`config.mk`:
```
export PLATFORM = sky130hd
export DESIGN_NAME = dcmi_frame_gen
export DESIGN_NICKNAME = d
export VERILOG_FILES = /design/src/rtl/dcmi_frame_gen.sv
export SDC_FILE = /design/constraint.sdc
export NUM_CORES = 1
export LEC_CHECK = 0
export ABC_AREA = 1
export ABC_CLOCK_PERIOD_IN_PS = 6950
export CORE_UTILIZATION = 35
export CTS_BUF_LIST = sky130_fd_sc_hd__clkbuf_4 sky130_fd_sc_hd__clkbuf_8 sky130_fd_sc_hd__clkbuf_16
export DETAILED_ROUTE_END_ITERATION = 7
export GPL_TIMING_DRIVEN = 0
export PLACE_DENSITY = 0.65
export SYNTH_ARGS = -nofsm -noshare
export SYNTH_HDL_FRONTEND = slang
export SYNTH_SLANG_ARGS = --single-unit
export TNS_END_PERCENT = 20
```
`constraint.sdc`:
```
create_clock -name clk -period 6.95 [get_ports clk]
set_clock_uncertainty 0.05 [all_clocks]
set_input_delay 1.0425 -clock clk [delete_from_list [all_inputs] [get_ports clk]]
set_output_delay 1.0425 -clock clk [all_outputs]
set_load 0.02 [all_outputs]
```
`src/rtl/dcmi_frame_gen.sv`:
```
// DCMI test-frame generator: emits frames of synthetic pixels with either
// external vsync/hsync framing or embedded FF-00-00-code sync sequences.
module dcmi_frame_gen #(
   parameter int unsigned DW = 14,
   parameter int unsigned CW = 14
) (
   input  logic          clk,
   input  logic          rst,
   input  logic          start,
   input  logic          stop,
   input  logic          snapshot,
   input  logic          embd_en,
   input  logic          vsync_pol,
   input  logic          hsync_pol,
   input  logic [1:0]    pat_mode,
   input  logic [DW-1:0] pat_seed,
   input  logic [CW-1:0] line_size,
   input  logic [CW-1:0] pixel_size,
   input  logic [7:0]    hblank,
   input  logic [7:0]    vblank,
   input  logic [7:0]    fsc,
   input  logic [7:0]    fec,
   input  logic [7:0]    lsc,
   input  logic [7:0]    lec,
   output logic          dcmi_vsync,
   output logic          dcmi_hsync,
   output logic [DW-1:0] dcmi_data,
   output logic          data_valid,
   output logic          busy,
   output logic          frame_done,
   output logic          cfg_err
);

   localparam int unsigned NW = (CW > 8) ? CW : 8;

   localparam logic [2:0] S_IDLE = 3'd0;
   localparam logic [2:0] S_VBLK = 3'd1;
   localparam logic [2:0] S_FS   = 3'd2;
   localparam logic [2:0] S_HBLK = 3'd3;
   localparam logic [2:0] S_SAV  = 3'd4;
   localparam logic [2:0] S_LINE = 3'd5;
   localparam logic [2:0] S_EAV  = 3'd6;
   localparam logic [2:0] S_FE   = 3'd7;

   logic [2:0]    state, state_n;
   logic [NW-1:0] cnt, cnt_n, last, fe_last;
   logic [CW-1:0] line_idx, line_n;
   logic [DW-1:0] pix_cnt, pix_n, pix_val, data_n;
   logic          stop_pend, stop_pend_n;
   logic          frame_act, frame_act_n, line_act;
   logic          cfg_err_n, latch_cfg;
   logic [7:0]    code, code_byte;

   logic          snapshot_q, embd_q, vpol_q, hpol_q;
   logic [1:0]    pat_q;
   logic [DW-1:0] seed_q;
   logic [CW-1:0] lines_q, pixels_q;
   logic [7:0]    hblank_q, vblank_q, fsc_q, fec_q, lsc_q, lec_q;

   // Config is captured on every VBLK entry, which includes an accepted start.
   assign latch_cfg = (state_n == S_VBLK) && (state != S_VBLK);
   assign fe_last   = embd_q ? NW'(3) : '0;

   // Final count value of the current state.
   always_comb begin
      last = '0;
      case (state)
         S_VBLK: last = (vblank_q == 8'd0) ? '0 : NW'(vblank_q - 8'd1);
         S_HBLK: last = (hblank_q == 8'd0) ? '0 : NW'(hblank_q - 8'd1);
         S_FS, S_SAV, S_EAV, S_FE: last = fe_last;
         S_LINE: last = NW'(pixels_q - CW'(1));
         default: last = '0;
      endcase
   end

   // Next-state, counters and stop bookkeeping.
   always_comb begin
      state_n   = state;
      cnt_n     = cnt + NW'(1);
      line_n    = line_idx;
      pix_n     = pix_cnt;
      cfg_err_n = 1'b0;
      case (state)
         S_IDLE: begin
            if (start) begin
               if ((line_size == '0) || (pixel_size == '0)) cfg_err_n = 1'b1;
               else                                         state_n   = S_VBLK;
            end
         end
         S_VBLK: if (cnt == last) state_n = S_FS;
         S_FS: begin
            line_n = '0;
            pix_n  = '0;
            if (cnt == last) state_n = S_HBLK;
         end
         S_HBLK: if (cnt == last) state_n = S_SAV;
         S_SAV:  if (cnt == last) state_n = S_LINE;
         S_LINE: if (cnt == last) state_n = S_EAV;
         S_EAV: begin
            if (cnt == last) begin
               line_n  = line_idx + CW'(1);
               state_n = (line_idx == lines_q - CW'(1)) ? S_FE : S_HBLK;
            end
         end
         S_FE: begin
            if (cnt == last)
               state_n = (snapshot_q || stop_pend || stop) ? S_IDLE : S_VBLK;
         end
         default: state_n = S_IDLE;
      endcase
      if ((state_n != state) || (state == S_IDLE)) cnt_n = '0;
      if (state_n == S_LINE) pix_n = pix_cnt + DW'(1);

      stop_pend_n = stop_pend;
      if (state_n == S_IDLE) stop_pend_n = 1'b0;
      else if (stop)         stop_pend_n = 1'b1;

      frame_act_n = frame_act;
      if ((state == S_FS) && (state_n != S_FS)) frame_act_n = 1'b1;
      if ((state == S_FE) && (state_n != S_FE)) frame_act_n = 1'b0;
      if (embd_q)                               frame_act_n = 1'b0;
   end

   // Pixel pattern with embedded-mode escaping of reserved top bytes.
   always_comb begin
      case (pat_q)
         2'b01:   pix_val = seed_q;
         2'b10:   pix_val = DW'(line_idx);
         default: pix_val = pix_cnt;
      endcase
      if (embd_q) begin
         if (pix_val[DW-1 -: 8] == 8'hFF)      pix_val[DW-1 -: 8] = 8'hFE;
         else if (pix_val[DW-1 -: 8] == 8'h00) pix_val[DW-1 -: 8] = 8'h01;
      end
   end

   // Data bus contents for the beat about to be presented.
   always_comb begin
      case (state_n)
         S_FS:    code = fsc_q;
         S_SAV:   code = lsc_q;
         S_EAV:   code = lec_q;
         default: code = fec_q;
      endcase
      if (cnt_n == '0)         code_byte = 8'hFF;
      else if (cnt_n == NW'(3)) code_byte = code;
      else                      code_byte = 8'h00;
      data_n = '0;
      case (state_n)
         S_LINE: data_n = pix_val;
         S_FS, S_SAV, S_EAV, S_FE: if (embd_q) data_n = DW'(code_byte) << (DW - 8);
         default: data_n = '0;
      endcase
   end

   always_ff @(posedge clk or posedge rst) begin
      if (rst) begin
         state      <= S_IDLE;
         cnt        <= '0;
         line_idx   <= '0;
         pix_cnt    <= '0;
         stop_pend  <= 1'b0;
         frame_act  <= 1'b0;
         line_act   <= 1'b0;
         dcmi_data  <= '0;
         data_valid <= 1'b0;
         busy       <= 1'b0;
         frame_done <= 1'b0;
         cfg_err    <= 1'b0;
      end else begin
         state      <= state_n;
         cnt        <= cnt_n;
         line_idx   <= line_n;
         pix_cnt    <= pix_n;
         stop_pend  <= stop_pend_n;
         frame_act  <= frame_act_n;
         line_act   <= (state_n == S_LINE) && !embd_q;
         dcmi_data  <= data_n;
         data_valid <= (state_n == S_LINE);
         busy       <= (state_n != S_IDLE);
         frame_done <= (state_n == S_FE) && (cnt_n == fe_last);
         cfg_err    <= cfg_err_n;
      end
   end

   always_ff @(posedge clk or posedge rst) begin
      if (rst) begin
         snapshot_q <= 1'b0;
         embd_q     <= 1'b0;
         vpol_q     <= 1'b0;
         hpol_q     <= 1'b0;
         pat_q      <= '0;
         seed_q     <= '0;
         lines_q    <= '0;
         pixels_q   <= '0;
         hblank_q   <= '0;
         vblank_q   <= '0;
         fsc_q      <= '0;
         fec_q      <= '0;
         lsc_q      <= '0;
         lec_q      <= '0;
      end else if (latch_cfg) begin
         snapshot_q <= snapshot;
         embd_q     <= embd_en;
         vpol_q     <= vsync_pol;
         hpol_q     <= hsync_pol;
         pat_q      <= pat_mode;
         seed_q     <= pat_seed;
         lines_q    <= line_size;
         pixels_q   <= pixel_size;
         hblank_q   <= hblank;
         vblank_q   <= vblank;
         fsc_q      <= fsc;
         fec_q      <= fec;
         lsc_q      <= lsc;
         lec_q      <= lec;
      end
   end

   assign dcmi_vsync = vpol_q ^ ~frame_act;
   assign dcmi_hsync = hpol_q ^ ~line_act;

endmodule

```
After elaboration in Yosys (flattened, before gate mapping) --
Index checks and enable logic that the tools add are counted.
Cells by class: $add $sub $neg 7, equal/unequal tests 25, muxes and demuxes 38, bitwise logic cells 4, reduce and logical (&&, ||, !) cells 26
Operators with widths (number):
- two-way mux 14 bit | 7
- one-hot mux 14 bit (2 select lines) | 3
- one-hot mux 14 bit (4 select lines) | 1
- adder 14 x 1 -> 14 bit, second input constant | 3
- zero test 14 bit | 3
- two-way mux 8 bit | 5
- two-way mux 3 bit | 10
- equality test 14 bit | 2
- subtractor 14 x 1 -> 14 bit, second input constant | 2
- equality test 3 bit, second input constant | 8
- zero test 8 bit | 3
- one-hot mux 3 bit (8 select lines) | 1
- one-hot mux 8 bit (3 select lines) | 1
- subtractor 8 x 1 -> 9 bit, second input constant | 2
- equality test 14 x 2 -> 1 bit | 1
- equality test 14 x 2 -> 1 bit, second input constant | 1
- equality test 3 x 2 -> 1 bit, second input constant | 3
- two-way mux 1 bit | 9
- equality test 8 bit, second input constant | 1
- OR reduction 4 bit | 2
- equality test 3 x 1 -> 1 bit, second input constant | 2
- zero test 3 bit | 2
- nonzero test 2 bit | 3
- nonzero test 3 bit | 2
- 14 further kinds | 23
Storage, ports and cells: bits in registers 162, bits of input ports 100, output and inout port bits 20, logic and storage cells 126

Logic depth before layout (Yosys ltp) --
Gate-level depths: netlist of run 1.
depth in word-level cells 14, gate-level depth with buffers 31, gate-level depth less buffers 29

Worst setup path after synthesis of run 1 --
OpenSTA, ideal clock, no wires.
path kind register to register, start register hblank_q[0], end register dcmi_data[10], library setup time 118 ps, data arrival time 2949 ps, data required time 6782 ps, path slack 3833 ps, stages on the path, launching flop included 29, buffers on the path 1, clock period less this slack 3117 ps, cell sequence dfrtp_1 inv_1 ha_1 nand2_1 nor2_1 nand3b_1 nand2_1 inv_2 buf_6 nand3_1 nand2_1 nor2_1 nand2_1 nor2_2 nand2_2 nand2_1 nand2_2 nor2_2 nand2_1 nand3_1 nand2_1 nor2_2 o21ai_1 nand2_1 nor2_1 nand2_2 nand2_1 nand2_1 nand2_1
On the way: longest elaborated chain between the ends 14, elaborated cells on any way between the ends 29, classes of those cells 1 x add/sub; 8 x eq/ne; 16 x mux; 4 x reduce/logical
Ends and longest elaborated chain:
- from (decl) | RTL line 58 | logic [7:0] hblank_q, vblank_q, fsc_q, fec_q, lsc_q, lec_q;
- from (signal assigned) | RTL line 211 | hblank_q <= hblank;
- subtractor 8 x 1 -> 9 bit or zero test 8 bit (tied branches) | RTL line 69 | S_HBLK: last = (hblank_q == 8'd0) ? '0 : NW'(hblank_q - 8'd1);
- two-way mux 14 bit (*) | RTL line 69
- one-hot mux 14 bit (4 select lines) (*) | RTL line 67 | case (state)
- equality test 14 bit (*)
- two-way mux 3 bit, or another cell as far along | RTL line 106 | if (cnt == last)
- one-hot mux 3 bit (8 select lines) (*) | RTL line 83 | case (state)
- != test 3 bit | RTL line 111 | if ((state_n != state) || (state == S_IDLE)) cnt_n = '0;
- logical OR 1 bit | RTL line 111
- two-way mux 14 bit | RTL line 111
- equality test 14 x 2 -> 1 bit | RTL line 146 | else if (cnt_n == NW'(3)) code_byte = code;
- two-way mux 8 bit | RTL line 146
- two-way mux 8 bit | RTL line 145 | if (cnt_n == '0) code_byte = 8'hFF;
- two-way mux 14 bit | RTL line 151 | S_FS, S_SAV, S_EAV, S_FE: if (embd_q) data_n = DW'(code_byte) << (DW - 8);
- one-hot mux 14 bit (2 select lines) (*) | RTL line 149 | case (state_n)
- named net data_n[10] | RTL line 48 | logic [DW-1:0] pix_cnt, pix_n, pix_val, data_n;
- to (signal assigned) | RTL line 178 | dcmi_data <= data_n;
- to (decl) | RTL line 27 | output logic [DW-1:0] dcmi_data,
The timed path passes the listed nets; every way through them passes the cells marked *. A chain may end at the register's enable or synchronous reset.

Final worst setup path of run 1 --
start register pixels_q[0], end register pixels_q[3]
On the way: longest elaborated chain between the ends 7, elaborated cells on any way between the ends 13, classes of those cells 1 x add/sub; 2 x eq/ne; 9 x mux; 1 x reduce/logical
Ends and longest elaborated chain:
- from (decl) | RTL line 57 | logic [CW-1:0] lines_q, pixels_q;
- from (signal assigned) | RTL line 210 | pixels_q <= pixel_size;
- subtractor 14 x 1 -> 14 bit (*) | RTL line 71 | S_LINE: last = NW'(pixels_q - CW'(1));
- one-hot mux 14 bit (4 select lines) (*) | RTL line 67
- equality test 14 bit (*)
- two-way mux 3 bit, or another cell as far along | RTL line 106
- one-hot mux 3 bit (8 select lines) (*) | RTL line 83
- named net state_n[1] | RTL line 45 | logic [2:0] state, state_n;
- equality test 3 x 1 -> 1 bit (*) | RTL line 61 | assign latch_cfg = (state_n == S_VBLK) && (state != S_VBLK);
- logical AND 1 bit (*) | RTL line 61
Marked as above.

==> metrics.cfg, run 1 <==
[clock_network]
cts_tree=built
postCtsHoldBufs=0
cts_root_buf=clkbuf_16
clk_pin_slew_ps=80
cts_resized=0
cts.sinks=162
clockBufferDepth=2
post_cts.repair.setup_buffers=0
h-tree-depth=4
clkLatencyLatePin_ps=450
cts_buffers=17

[finish]
drive_above_1_share=0.09412
finalNetCount=1373
n_antenna_cell=0
syn_to_final_growth_pct=24.83

[yosys]
synth.area.top_cells=dfrtp_1, nand2_1, inv_1
synth_ff_type=dfrtp_1
synth_cell_type_count=47
yosysSeqAreaShare=0.4467
async_flop_share=1.000
synth.most_common_cell=nand2_1
syn-cell-area_sq_um=9076
syn_avg_cell_area_sq_um=8.082
synth_top_area_cell=dfrtp_1
syn_nets=1234
synthTopCellsByCount=nand2_1, dfrtp_1, inv_1
yosys_warnings=0
synth_edf_count=0
syn_inst=1123
synth_top_area_frac=0.4467
synth_seq_cells=162

[pwr]
ir_worst_vdd_v=0.0001408
totalPowerFinal_uw=2006
p_leak_uw=0.005418
power.density_nw_per_um2=177.1

[worst_setup_path]
worst_path_max_delay_cell=clkbuf_1
critical_path_class=flop to flop
slowest_delay_ps=590
path_delay_family=simple AND/OR/NAND/NOR gates
cp.required_ps=7190
path_cells=inv_1, ha_1, nand3_1, nor2_1, nand2_1, nand3_1, nand3_1, nand2_1, nand2_1, nor2_1, nand2_1, nor2_1, nand2_2, o31ai_4, inv_2, nand4_2, buf_2, clkbuf_1, o21ai_0
path_common_cell=nand2_1
worstSetupEndpointType=flop
cp.arrival_ps=4300
crit_buf_inv=4
critical_path.startpoint_type=flop
crit_path_max_fanout=10

[floorplanning]
chipWidth_um=163.0
ioPinCount=120
initial_utilization=0.3584
rows=58
dieHeight_um=163.0
dieArea_sq_um=26580
fp.coreArea_sq_um=25330

[route]
drc=0
drtIter0Drc=511
wl_per_cell_um=15.44
finalWirelength_um=24780
dr.pass1.iters=5
vias=7900
final_antenna_net_count=0
viasPerCell=4.922

[placement]
hpwl_um=18690
port_buffers=119
gp_congestion=0.8868

[timing]
final-hold-violation-count=0
fmax_mhz=246.1
fin_crit_sh=0.5847
slew_viol_final=0
whs_ps=442.3
relSlewSlack=0.5350
layout_min_cycle_time_ps=4064
worst_pin_slew_ps=697.5
rsz0062_at_grt=no
setup-violations-final=0

[job]
maxCapViolations=0

[grt]
grt_usage=0.1950
grt_max_degree=107
antenna_found_initial=1
grt_first_pass_wirelength_um=40010
overflow=0
grt_pass1_vias=7802

[status]
status=finished clean

[hold_path]
hp-class=flop to flop

-- path summary, 6_finish.rpt --
path / endpoint / depth (start not counted) / slack (ps) / from
min reg2reg: line_idx[5]$_DFFE_PP0P_ / 1 / 440 / line_idx[5]$_DFFE_PP0P_
max reg2reg: pixels_q[3]$_DFFE_PP0P_ / 19 / 2890 / pixels_q[0]$_DFFE_PP0P_
max: pixels_q[3]$_DFFE_PP0P_ / 19 / 2890 / pixels_q[0]$_DFFE_PP0P_
max in group asynchronous: lines_q[10]$_DFFE_PP0P_ / 3 / 5020 / rst
min: line_idx[5]$_DFFE_PP0P_ / 1 / 440 / line_idx[5]$_DFFE_PP0P_
min in group asynchronous: fsc_q[4]$_DFFE_PP0P_ / 2 / 950 / rst
-- per-layer routing --
layer / up-vias / wire length, um / global-route usage
li1: 3959 / - / -
met1: 3692 / 11960 / 0.2700
met2: 213 / 11100 / 0.3087
met3: 34 / 1217 / 0.03377
met4: 2 / 484 / 0.06160
met5: - / 17 / 0
-- layout by cell type (no fill, tap or decap), types with 4 or more instances in the layout --
| cell type | n |
|---|---|
| nand2_1 | 226 |
| dfrtp_1 | 162 |
| inv_1 | 141 |
| nor2_1 | 131 |
| clkdlybuf4s50_1 | 119 |
| nand3_1 | 83 |
| a21oi_1 | 48 |
| xor2_1 | 44 |
| o21ai_0 | 43 |
| mux2_2 | 42 |
| nand4_1 | 39 |
| nor3_1 | 23 |
| o22ai_1 | 18 |
| clkbuf_16 | 17 |
| clkbuf_1 | 12 |
| ha_1 | 11 |
| mux2_1 | 10 |
| buf_2 | 9 |
| xnor2_1 | 9 |
| inv_8 | 7 |
| inv_2 | 6 |
| or2_2 | 6 |
| nand2_2 | 5 |
| buf_1 | 5 |
| a211oi_1 | 5 |
| nor2_2 | 4 |
| buf_6 | 4 |
| o21ai_1 | 4 |
| a221oi_1 | 4 |
-- registers in the layout, indices dropped and copies added, names as in the netlist, 2 cells and up --
register / flops
fsc_q: 8
hblank_q: 8
line_idx: 14
lines_q: 14
seed_q: 14
pix_cnt: 14
cnt: 14
pat_q: 2
lec_q: 8
pixels_q: 14
vblank_q: 8
lsc_q: 8
dcmi_data: 14
fec_q: 8
state: 3
-- per-stage QoR --
step                utilization  TNS (ps)  worst slack [ps]  std cells  area, sq um
finish                   0.4473         0              2886       1605        11330
global route             0.4473         0              2463       1605        11330
CTS                      0.4473         0              2850       1605        11330
detailed placement       0.4231         0              2605       1573        10720
global placement         0.4217   -130130            -816.4       1572        10680
floorplan                     -         0              1481       1123         9076
-- report_power, final --
group	switching (uW)	internal, uW
registers	0.00000000000000492	942
clock network	461	519
logic	32.9	51.5
-- kinds of logic after synthesis --
| group | share of synthesized area |
|---|---|
| buffers and inverters | 0.07899 |
| muxes | 0.06452 |
| and+or+nand+nor | 0.2564 |
| adders and majority gates | 0.01516 |
| xor gates and xnor gates | 0.05114 |
| DFF | 0.4467 |
| AOI/OAI and AO/OA | 0.08713 |
-- cell type report --
| cell class | instances | area, sq um |
|---|---|---|
| Multi-Input combinational cell | 782 | 4305 |
| Buffer | 31 | 161.4 |
| Clock inverter | 15 | 188.9 |
| Inverter | 148 | 563.0 |
| Clock buffer | 17 | 425.4 |
| Sequential cell | 162 | 4054 |
| Fill cell | 2489 | 14000 |
| Timing Repair Buffer | 120 | 1219 |
| Tap cell | 330 | 412.9 |
Power figures use the tool's default switching activity.
==> run 2: changes to the inputs <==
ABC_CLOCK_PERIOD_IN_PS = 3400   (was 6950)
PLACE_DENSITY = 0.67   (was 0.65)
clock period = 3.4 ns   (was 6.95 ns; I/O delays follow)
==> run 2 against run 1 <==
The flow now finishes with violations (setup timing); worst hold slack got worse by 18 ps; sequential cell count is the same; clock power rose by 95%; register-to-register slack got worse by 3000 ps; global-route usage increased by 0.67 points; critical path type unchanged; highest routed layer is now met4.
==> metrics.cfg, run 2 (synthesis results as in run 1) <==
[status]
status=finished, violations left
violations=setup timing

[route]
wirelength_met1_um=11600
final_antenna_net_count=0
wl_per_cell_um=16.00
highest_layer=met4
viasPerCell=5.051
vias=8329
dr.pass1.iters=5
drtIter0Drc=635
wl_met3_um=1634
drc=0
met2_length_um=12460
finalWirelength_um=26380

[grt]
antenna_found_initial=0
grt_pass1_vias=8144
grt_max_degree=44
grt_first_pass_wirelength_um=41410
grt_usage=0.2017
overflow=0

[placement]
gp_congestion=0.9048
port_buffers=119
placement.setup.worst_slack_ps=-646.4
dpl_cell_area_sq_um=10760
hpwl_um=18870

[timing]
relSlewSlack=0.6287
fmax_mhz=286.0
final-hold-violation-count=0
layout_min_cycle_time_ps=3497
setup-violations-final=33
tns_ps=-1608
slew_viol_final=0
worst_pin_slew_ps=555.7
setup_slack_ps=-97.08
fin_crit_sh=1.029
whs_ps=424.7
rsz0062_at_grt=yes

[floorplanning]
ioPinCount=120
dieHeight_um=163.0
chipWidth_um=163.0
dieArea_sq_um=26580
fp.coreArea_sq_um=25330
rows=58
initial_utilization=0.3584

[clock_network]
clockBufferDepth=2
cts_root_buf=clkbuf_16
cts.sinks=162
clkLatencyLatePin_ps=440
cts_buffers=17
cts_tree=built
h-tree-depth=4
clk_pin_slew_ps=70

[pwr]
ir_worst_vdd_v=0.0002358
p_leak_uw=0.005785
totalPowerFinal_uw=4019
power.density_nw_per_um2=322.2

[worst_setup_path]
cp.required_ps=3730
worst_path_max_delay_cell=dfrtp_1
worstSetupEndpointType=flop
crit_path_max_fanout=7
worstSetupStartpoint=state[0]$_DFF_PP0_
critical_path.startpoint_type=flop
cp.arrival_ps=3820
path_common_cell=nand2_1
r2r-start=state[0]$_DFF_PP0_
critical_path_class=flop to flop
slowest_delay_ps=390

[finish]
finalNetCount=1417
syn_to_final_growth_pct=37.44
fillerInstances=2308
layout_common_cells=nand2_1, dfrtp_1, inv_1, clkdlybuf4s50_1, nor2_1
n_antenna_cell=0
drive_above_1_share=0.2221
final_area_sq_um=12470
final_common_cell=nand2_1

[hold_path]
hp-class=primary input to async pin

[job]
maxCapViolations=0

[run 2: layout make-up]
| type | instances | area, sq um | share of cell area |
|---|---|---|---|
| clock inverter | 15 | 166.4 | 0.01334 |
| inverter | 148 | 583.1 | 0.04674 |
| tap | 330 | 412.9 | 0.03310 |
| sequential | 162 | 4060 | 0.3255 |
| buffer | 31 | 257.7 | 0.02066 |
| clock buffer | 17 | 425.4 | 0.03410 |
| timing repair buffer | 163 | 1637 | 0.1312 |
| multi-input combinational | 783 | 4932 | 0.3954 |
[run 2: where the power goes]
group	switching, uW	leakage, uW	internal (uW)
Clock	927	0.000287	985
Sequential	0.00000000000000953	0.00203	1930
Combinational	70.0	0.00347	111
[run 2: repair_timing]
action                                  in CTS  in global routing
gates cloned                                 2                  0
pin swaps                                   27                 53
hold buffers                                 0                  0
endpoints found under the setup margin     126                130
resized for setup                           99                126
setup buffers                               19                 20
[run 2: path summary, 6_finish.rpt]
check / end / slack (ps) / cells after the start
min in group clk: lec_q[1]$_DFFE_PP0P_ / 440 / 1
max in group asynchronous: fec_q[0]$_DFFE_PP0P_ / 1790 / 5
hold / removal: pixels_q[7]$_DFFE_PP0P_ / 420 / 2
setup / recovery: dcmi_data[6]$_DFF_PP0_ / -100 / 32
setup reg to reg: dcmi_data[6]$_DFF_PP0_ / -100 / 32
hold reg to reg: lec_q[1]$_DFFE_PP0P_ / 440 / 1
[run 2: per-stage QoR]
stage	util	instances
final	0.4925	1649
after global placement	0.4218	1572
after global routing	0.4925	1649
after floorplan	-	1123
after CTS	0.4696	1629
after detailed placement	0.4250	1576
[run 2: layer usage]
layer / global-route usage / vias to the layer above
li1: - / 4055
met1: 0.2653 / 3963
met2: 0.3230 / 263
met3: 0.04596 / 48
met4: 0.07434 / 0
met5: 0 / -
[run 2: worst max-delay path, delay by kind of cell, from the launching register on]
kind / cells / cell delay, ps
and+or+nand+nor: 24 / 2020
AOI/OAI and AO/OA: 2 / 300
DFF: 1 / 390
buffers and inverters: 6 / 640
==> run 3: changes to the inputs <==
CTS_BUF_LIST = sky130_fd_sc_hd__clkbuf_8 sky130_fd_sc_hd__clkbuf_16   (was sky130_fd_sc_hd__clkbuf_4 sky130_fd_sc_hd__clkbuf_8 sky130_fd_sc_hd__clkbuf_16)
PLACE_DENSITY = not set   (was 0.67)
==> run 3 against run 2 <==
The run still ends with setup timing left; utilization down 1.6 points; critical path depth shrank 10; register-to-register slack worse by 30 ps; critical path type unchanged; worst setup slack got worse by 25 ps; non-clock buffer count decreased by 15; sequential power is essentially flat; via count decreased by 1.9%; count of clock-buffer cells in the layout unchanged.
==> metrics.cfg, run 3 (synthesis results as in run 1) <==
[status]
status=finished, violations left
violations=setup timing

[timing]
fin_crit_sh=1.036
tns_ps=-1137
final-hold-violation-count=0
setup-violations-final=39
worst_pin_slew_ps=762.6
rsz0062_at_grt=yes
fmax_mhz=283.9
relSlewSlack=0.4905
slew_viol_final=0
layout_min_cycle_time_ps=3522
setup_slack_ps=-122.3

[finish]
final_common_cell=nand2_1
syn_to_final_growth_pct=33.06
finalNetCount=1403
finalNonFillerCells=1635
drive_above_1_share=0.1808
final_area_sq_um=12080
n_antenna_cell=0
layout_common_cells=nand2_1, dfrtp_1, inv_1, clkdlybuf4s50_1, nor2_1

[placement]
dpl_cell_area_sq_um=10760
port_buffers=119
hpwl_um=19340
place_inst=1576
gp_congestion=0.8706

[clock_network]
cts_root_buf=clkbuf_16
cts_tree=built
clk_pin_slew_ps=70
clockBufferDepth=2
cts.sinks=162
postCtsHoldBufs=0
h-tree-depth=4
clkLatencyLatePin_ps=440
cts_buffers=17

[worst_setup_path]
worstSetupEndpointType=flop
r2r_slack_ps=-120
path_delay_family=simple AND/OR/NAND/NOR gates
critical_path.startpoint_type=flop
r2r-start=pixels_q[1]$_DFFE_PP0P_
crit_buf_inv=2
crit_path_max_fanout=9
worst_path_max_delay_cell=dfrtp_1
rr_worst_depth=22
path_common_cell=nand2_1
reg2reg_to=dcmi_data[8]$_DFF_PP0_
cp.arrival_ps=3850
cp.required_ps=3720
path_cells=inv_2, ha_4, nand3_4, nor2_4, nand2_1, nand3_1, nand3_1, nand2_1, nand2_1, nor2_1, nand2_1, nor2_4, nand2_4, o31ai_4, inv_2, nor2_2, nand3_1, nand4_1, nand3_2, nand2_2, nand2_1, nand2_1
slowest_delay_ps=400
critical_path_class=flop to flop

[grt]
grt_max_degree=41
grt_first_pass_wirelength_um=41570
grt_usage=0.2037
antenna_found_initial=2
grt_pass1_vias=7955
overflow=0

[route]
drc=0
dr.pass1.iters=5
final_antenna_net_count=0
viasPerCell=4.995
drtIter0Drc=578
wl_per_cell_um=16.03
finalWirelength_um=26210
vias=8167

[floorplanning]
chipWidth_um=163.0
dieArea_sq_um=26580
dieHeight_um=163.0
initial_utilization=0.3584
ioPinCount=120
rows=58
fp.coreArea_sq_um=25330

[hold_path]
min_delay_worst_endpoint=line_idx[5]$_DFFE_PP0P_
hold_depth=1
hp-class=flop to flop
worstHoldStart=line_idx[5]$_DFFE_PP0P_

[job]
maxCapViolations=0

[pwr]
power.density_nw_per_um2=346.0
p_leak_uw=0.005651
ir_worst_vdd_v=0.0003275

==> run 3: cell count changes in the layout (fill, tap and decap cells not counted), moves of 4 or more <==
cell	change
nand2_1	+17
nand2_2	-13
buf_4	-9
nor2_1	+9
nand3_1	+8
a21oi_1	+7
buf_12	-7
a21oi_2	-6
nand3_2	-6
nor2_4	-5
inv_2	+4
==> run 3: worst register-to-register path, cell delays in order, from the launching register on <==
cell and delay [ps]:
dfrtp_1 400, inv_2 90, ha_4 160, nand3_4 130
nor2_4 140, nand2_1 70, nand3_1 130, nand3_1 90
nand2_1 60, nand2_1 40, nor2_1 90, nand2_1 110
nor2_4 170, nand2_4 130, o31ai_4 350, inv_2 180
nor2_2 340, nand3_1 190, nand4_1 200, nand3_2 110
nand2_2 80, nand2_1 50, nand2_1 100
==> run 3: where the power goes <==
| part | total (uW) | switching (uW) | leakage, uW | internal (uW) |
|---|---|---|---|---|
| sequential | 1930 | 0.0000000000000108 | 0.00203 | 1930 |
| combinational | 182 | 70.8 | 0.00331 | 111 |
| clock | 2070 | 934 | 0.000312 | 1140 |
==> run 3: cell type report <==
type | instances | area (sq um)
inverters | 148 | 566.8
multi-input cells | 784 | 4717
clock buffers | 17 | 425.4
flip-flops and latches | 162 | 4059
plain buffers | 31 | 217.7
clock inverters | 15 | 211.5
repair buffers | 148 | 1466
well taps | 330 | 412.9
fillers | 2412 | 13250
==> run 3: worst max-delay path by stage <==
stage                       startpoint                      end  slack, ps  cells after the start
4_1_cts             state[0]$_DFF_PP0_   dcmi_data[8]$_DFF_PP0_        -30                     29
2_1_floorplan  hblank_q[0]$_DFFE_PP0P_  dcmi_data[10]$_DFF_PP0_        280                     28
3_3_place_gp                       rst     fec_q[3]$_DFFE_PP0P_       -750                      2
3_5_place_dp   pixels_q[0]$_DFFE_PP0P_  pixels_q[2]$_DFFE_PP0P_       -730                     19
6_report       pixels_q[1]$_DFFE_PP0P_   dcmi_data[8]$_DFF_PP0_       -120                     22
5_1_grt        pixels_q[1]$_DFFE_PP0P_   dcmi_data[9]$_DFF_PP0_       -310                     29
==> run 3: metal layers <==
metal  wire length (um)  vias up  global-route usage
li1                   -     4032                   -
met1              12380     3880              0.2819
met2              12050      218              0.3240
met3               1382       33             0.03936
met4                368        4             0.05438
met5                 33        -                   0
==> run 3: what timing repair did <==
item                                    in CTS  in global routing
cloned                                       3                  0
gates resized for setup                    104                 51
pin swaps                                   30                 18
setup buffers                               20                  4
endpoints found under the setup margin     126                128
==> run 3: metrics by stage <==
step / setup slack, ps / power, uW / util / hold WS [ps]
finish: -122.3 / 4179 / 0.4768 / 442.6
detailed placement: -734.8 / 2148 / 0.4250 / 431.2
floorplan: 283.3 / 1997 / - / 395.8
global route: -309.7 / 4321 / 0.4768 / 453.9
global placement: -745.3 / 2138 / 0.4218 / 424.2
CTS: -34.69 / 4219 / 0.4711 / 446.5
